<file path="src/rtl/mac_tile_scheduler.sv">
// mac_tile_scheduler
//   Issues N_TILES tile-start requests per frame to a MAC controller under a
//   credit scheme bounding the number of tiles in flight between MAC start and
//   downstream FIFO pop. Tracks results (mac_done) and pops (fifo_pop), flags
//   protocol violations, and marks the first result of a frame with sof.
//
// Ports
//   clk, rst_n        single rising-edge clock, async active-low reset
//   frame_start       one-cycle frame request (ignored while busy)
//   busy              high in ISSUE/DRAIN/DONE
//   frame_done        one-cycle pulse when the frame completes
//   mac_start_valid   tile start request (register-derived only)
//   mac_start_ready   MAC controller accepts start
//   mac_done          MAC result pulse
//   sof               start-of-frame, coincident with first mac_done of frame
//   fifo_pop          downstream FIFO pop; returns one credit
//   tile_idx          tiles issued this frame
//   credit_cnt        credits currently available
//   err_protocol      sticky protocol-violation flag
module mac_tile_scheduler #(
   parameter int TILE_SIZE = 4,
   parameter int D         = 256,
   parameter int N_TILES   = D / TILE_SIZE,
   parameter int CREDITS   = 4,
   localparam int TW       = $clog2(N_TILES + 1),
   localparam int CW       = $clog2(CREDITS + 1)
) (
   input  logic          clk,
   input  logic          rst_n,
   input  logic          frame_start,
   output logic          busy,
   output logic          frame_done,
   output logic          mac_start_valid,
   input  logic          mac_start_ready,
   input  logic          mac_done,
   output logic          sof,
   input  logic          fifo_pop,
   output logic [TW-1:0] tile_idx,
   output logic [CW-1:0] credit_cnt,
   output logic          err_protocol
);

   localparam logic [TW-1:0] N_T = TW'(N_TILES);
   localparam logic [CW-1:0] CR  = CW'(CREDITS);

   typedef enum logic [1:0] {IDLE, ISSUE, DRAIN, DONE} state_t;

   state_t        state, state_nx;
   logic [TW-1:0] tile_nx, done_cnt, done_nx, pop_cnt, pop_nx;
   logic [CW-1:0] credit_nx;
   logic          err_nx;
   logic          active, hs, done_bad, pop_bad, done_ok, pop_ok;

   assign active          = (state == ISSUE) || (state == DRAIN);
   assign busy            = (state != IDLE);
   assign frame_done      = (state == DONE);
   // Depends on registers only so the MAC side never sees a ready->valid path.
   assign mac_start_valid = (state == ISSUE) && (credit_cnt != '0) && (tile_idx < N_T);
   assign hs              = mac_start_valid && mac_start_ready;
   assign sof             = active && mac_done && (done_cnt == '0);

   // A result with no outstanding tile is spurious; a pop with every credit
   // already home has no tile behind it. Either event in IDLE is illegal.
   assign done_bad = mac_done && ((state == IDLE) || (done_cnt == tile_idx));
   assign pop_bad  = fifo_pop && ((state == IDLE) || (credit_cnt == CR));
   assign done_ok  = mac_done && !done_bad && (done_cnt != N_T);
   assign pop_ok   = fifo_pop && !pop_bad && (pop_cnt != N_T);

   always_comb begin
      state_nx  = state;
      tile_nx   = tile_idx;
      done_nx   = done_cnt;
      pop_nx    = pop_cnt;
      credit_nx = credit_cnt;
      err_nx    = err_protocol | done_bad | pop_bad;

      if (hs)      tile_nx = tile_idx + 1'b1;
      if (done_ok) done_nx = done_cnt + 1'b1;
      if (pop_ok)  pop_nx  = pop_cnt + 1'b1;

      // Start and pop in the same cycle cancel out.
      case ({hs, pop_ok})
         2'b10:   credit_nx = credit_cnt - 1'b1;
         2'b01:   credit_nx = credit_cnt + 1'b1;
         default: credit_nx = credit_cnt;
      endcase

      case (state)
         IDLE: begin
            if (frame_start) begin
               state_nx  = ISSUE;
               tile_nx   = '0;
               done_nx   = '0;
               pop_nx    = '0;
               credit_nx = CR;
               // A violation in this very cycle is still reported.
               err_nx    = done_bad | pop_bad;
            end
         end
         ISSUE: begin
            if (hs && (tile_idx == N_T - 1'b1)) state_nx = DRAIN;
         end
         DRAIN: begin
            if (pop_nx == N_T) state_nx = DONE;
         end
         DONE: begin
            state_nx = IDLE;
         end
         default: state_nx = IDLE;
      endcase
   end

   always_ff @(posedge clk or negedge rst_n) begin
      if (!rst_n) begin
         state        <= IDLE;
         tile_idx     <= '0;
         done_cnt     <= '0;
         pop_cnt      <= '0;
         credit_cnt   <= CR;
         err_protocol <= 1'b0;
      end else begin
         state        <= state_nx;
         tile_idx     <= tile_nx;
         done_cnt     <= done_nx;
         pop_cnt      <= pop_nx;
         credit_cnt   <= credit_nx;
         err_protocol <= err_nx;
      end
   end

endmodule

</file>
<file path="config.mk">
export PLATFORM = sky130hd
export DESIGN_NAME = mac_tile_scheduler
export DESIGN_NICKNAME = d
export VERILOG_FILES = /design/src/rtl/mac_tile_scheduler.sv
export SDC_FILE = /design/constraint.sdc
export NUM_CORES = 1
export LEC_CHECK = 0
export BUFFER_PORTS_ARGS = -buffer_cell sky130_fd_sc_hd__buf_2
export CORE_MARGIN = 4
export CORE_UTILIZATION = 59
export CTS_BUF_LIST = sky130_fd_sc_hd__clkbuf_16
export CTS_CLUSTER_SIZE = 25
export DETAILED_ROUTE_END_ITERATION = 8
export MAX_ROUTING_LAYER = met4
export PLACE_DENSITY_LB_ADDON = 0.12
export SYNTH_ARGS = -nofsm -noshare
export SYNTH_HDL_FRONTEND = slang
export SYNTH_SLANG_ARGS = --single-unit
</file>
<file path="constraint.sdc">
create_clock -name clk -period 7.3 [get_ports clk]
set_input_delay 0.365 -clock clk [delete_from_list [all_inputs] [get_ports clk]]
set_output_delay 0.365 -clock clk [all_outputs]
set_load 0.1 [all_outputs]
</file>
==> flow_metrics.tcl <==
set metrics [dict create \
    core-area_sq_mm 0.002829 \
    result_of_the_run "complete, no violations" \
    syn_area_sq_mm 0.001803 \
    final.setup.tns_ps 0 \
    cts.sinks 27 \
    die-width_um 63.28 \
    postRouteWirelength_um 3705 \
    core.rowCount 19 \
    register_area_sq_um 676.9 \
    critical_path_peak_fanout 10 \
    number_of_enable_type_register_cells_in_the_synthesized_netlist 0 \
    gpl.final_weighted_congestion 0.8488 \
    cts_hold_buf 0 \
    detail_route.first_pass.iterations 4 \
    detail_route.drc_violations 0 \
    dr.max_layer_used "met4" \
    yosys_warnings 0 \
    finish.instance_area_sq_mm 0.001986 \
    global_route_wire_length_before_repair_um 6451 \
    post-route-worst-setup-slack_ps 4593 \
    cts.htree.levels 1 \
    routed-via-count 1415 \
    ys_top_cells_by_area "sky130_fd_sc_hd__dfrtp_1, sky130_fd_sc_hd__ha_1, sky130_fd_sc_hd__xor2_1" \
    worst_path_max_delay_cell "sky130_fd_sc_hd__dfrtp_1" \
    viasPerCell 5.921 \
    drive_gt1_share_pct 15.87 \
    ctsLongestPathBuffers 2 \
    post_cts.repair.setup_buffers 0 \
    ys_ff_latch 27 \
    switching_pwr_uw 507.0 \
    grt_pass1_vias 1377 \
    synth.avg_cell_area_sq_um 9.489 \
    fillCellCount 203 \
    worst_r2r_endpoint "credit_cnt[2]" \
    cp-endpoint "credit_cnt[2]" \
    critical_path.cell_chain "inv_1 > ha_1 > nand2b_4 > a211oi_4 > ha_1 > inv_1 > fa_1 > xor2_1 > or3_1 > nand3_1" \
    drt-initial-drc-count 72 \
    drt.antenna.violating_nets 0 \
    insertedDiodeCount 0 \
    synth_seq_area_share_pct 37.54 \
    leakagePower_nw 0.9633 \
    power-per-cell-area_mw_per_mm2 470.9 \
    postSynth.topFlopCell "sky130_fd_sc_hd__dfrtp_1" \
    syn_inst 190 \
    final.period_utilization_pct 37.08 \
    design.final.nets 227 \
    crit_required_ps 7500 \
    grt_usage_pct 20.89 \
    port-buffer-count 20 \
    finalWorstPathRequiredPeriod_ps 2707 \
    worst-path-buf-inv 2 \
    criticalPathCategory "flop to flop" \
    power_frac_seq_pct 26.4 \
    regToRegStartpoint "state[0]" \
    routed_wire_length_per_instance_um 15.50 \
    path_clk_slew_ps 70 \
    clock_latency_ps 260 \
    worst_hold_path_type "primary input to async pin" \
    chipHeight_um 63.28 \
    syn2layout_area_growth_pct 10.13 \
    timing.fmax_mhz 369.4 \
    ff2ff_path_depth 10 \
    setup_repair_after_global_routing_missed_its_margin "no" \
    worstPathArrival_ps 2910 \
    cp.depth 10 \
    ff2ff_setup_slack_ps 4590 \
    met3_wirelength_um 132 \
    cellInternalPower_uw 428.1 \
    critical_path.startpoint "state[0]" \
    ctsResizeCount 0 \
    tightestPinTransition_ps 699.4 \
    pre_cts_slack_ps 4606 \
    wl_met2_um 1740 \
    dp.final_hpwl_um 2704 \
    yosysMostFrequentCell "sky130_fd_sc_hd__dfrtp_1" \
    synth_commonest_cells "sky130_fd_sc_hd__dfrtp_1, sky130_fd_sc_hd__nor2_1, sky130_fd_sc_hd__nand2_1" \
    ir_drop_v 0.0003942 \
    ys_async_sr_fraction_pct 100.0 \
    worstSetupEndpointType "flop" \
    netlist-cell-type-count 49 \
    worst_path_dominant_cell_family "adder cells" \
    post-place-cells 235 \
    timing.final.setup_violations 0 \
    finish.cell_count_without_fillers 239 \
    nature_of_the_critical_path_startpoint "flop" \
    timing.slew.headroom_pct 53.37 \
    multi_input_area_sq_mm 0.001045 \
    hold_slack_ps 93.98 \
    synth_top_cell_by_area "sky130_fd_sc_hd__dfrtp_1" \
    io_pins 21 \
    timing_hold_violations_final 0 \
    synth_top_area_share_pct 36.09 \
    clk_root_buffer_cell "sky130_fd_sc_hd__clkbuf_16" \
    grt_start_max_net_pins 28 \
    clock_tree_from_tritoncts "done" \
    pwr-share-comb_pct 60.1 \
    die_outline_area_sq_mm 0.004004 \
    cap_violations 0 \
    final.setup_skew_ps 2.350 \
    grt_antenna_before_repair 0 \
    detailed_place.area_sq_mm 0.001906 \
    m1WireLength_um 1783 \
    cts_made_buffers 3 \
    overflow 0 \
    power_switching_share_pct 54.22 \
    syn-num-nets 208 \
    power.clock.fraction_pct 13.5 \
    max_stage_delay_ps 400 \
    initial_util_pct 63.73 \
    timing_max_transition_violations_final 0 \
]
==> logic make-up (layout without fill, tap and decap cells) <==
kind of cell / count (synthesis) / in the layout / share of synthesized area (%)
flip-flops: 27 / 27 / 37.54
multiplexers: 7 / 7 / 3.886
buffers and inverters: 18 / 36 / 4.511
AO/OA/AOI/OAI: 21 / 21 / 9.647
adder cells (fa/ha/maj): 12 / 12 / 8.744
AND/OR/NAND/NOR: 82 / 82 / 24.50
XOR/XNOR: 23 / 23 / 11.17
==> power by group through the flow <==
stage / registers, mW / clock network (mW) / logic, mW
floorplan: 0.344 / 0 / 0.365
global placement: 0.244 / 0 / 0.540
detailed placement: 0.248 / 0 / 0.557
CTS: 0.246 / 0.127 / 0.562
global route: 0.255 / 0.135 / 0.606
finish: 0.247 / 0.127 / 0.562
==> cell usage in the layout (no fill, tap or decap), types with 3 or more instances in the layout <==
master                       n
sky130_fd_sc_hd__ha_1       11
sky130_fd_sc_hd__o21ai_0     3
sky130_fd_sc_hd__nand2_1    18
sky130_fd_sc_hd__dfrtp_1    26
sky130_fd_sc_hd__a21oi_1     4
sky130_fd_sc_hd__nand3_1     5
sky130_fd_sc_hd__buf_2      20
sky130_fd_sc_hd__inv_1      11
sky130_fd_sc_hd__xnor2_1     8
sky130_fd_sc_hd__nor2_1     25
sky130_fd_sc_hd__clkbuf_16   3
sky130_fd_sc_hd__xor2_1     15
sky130_fd_sc_hd__nand4_1     4
sky130_fd_sc_hd__mux2i_1     7
sky130_fd_sc_hd__nor3_1      7
==> flip-flops by register name, summed over array words and instances (netlist names) <==
name	cells
done_cnt	7
pop_cnt	7
tile_idx	7
credit_cnt	3
state	2
err_protocol	1
==> per-stage QoR <==
step | power [mW] | utilization [%]
detailed placement | 0.8055 | 67.36
floorplan | 0.7083 | -
finish | 0.9351 | 70.19
CTS | 0.9353 | 70.19
global placement | 0.7836 | 67.36
global route | 0.9971 | 70.19
==> worst min-delay path by stage <==
stage	depth (start not counted)	end	slack (ps)
detailed placement	1	done_cnt[4]	400
global placement	1	done_cnt[4]	390
global route	1	done_cnt[4]	150
CTS	1	done_cnt[4]	120
finish	1	done_cnt[2]	90
floorplan	0	credit_cnt[0]	70
==> routing by layer <==
layer | global-route usage, % | vias to the layer above
met5 | - | -
met1 | 28.68 | 685
met2 | 31.88 | 31
met3 | 2.664 | 7
met4 | 7.547 | 0
li1 | - | 692
==> layout make-up <==
cell class / count / share of cell area, %
inverters: 12 / 2.268
multi-input cells: 145 / 52.62
clock buffers: 3 / 3.781
clock inverters: 1 / 0.2520
flip-flops and latches: 27 / 34.09
repair buffers: 20 / 5.041
well taps: 31 / 1.953
Power figures use the tool's default switching activity.
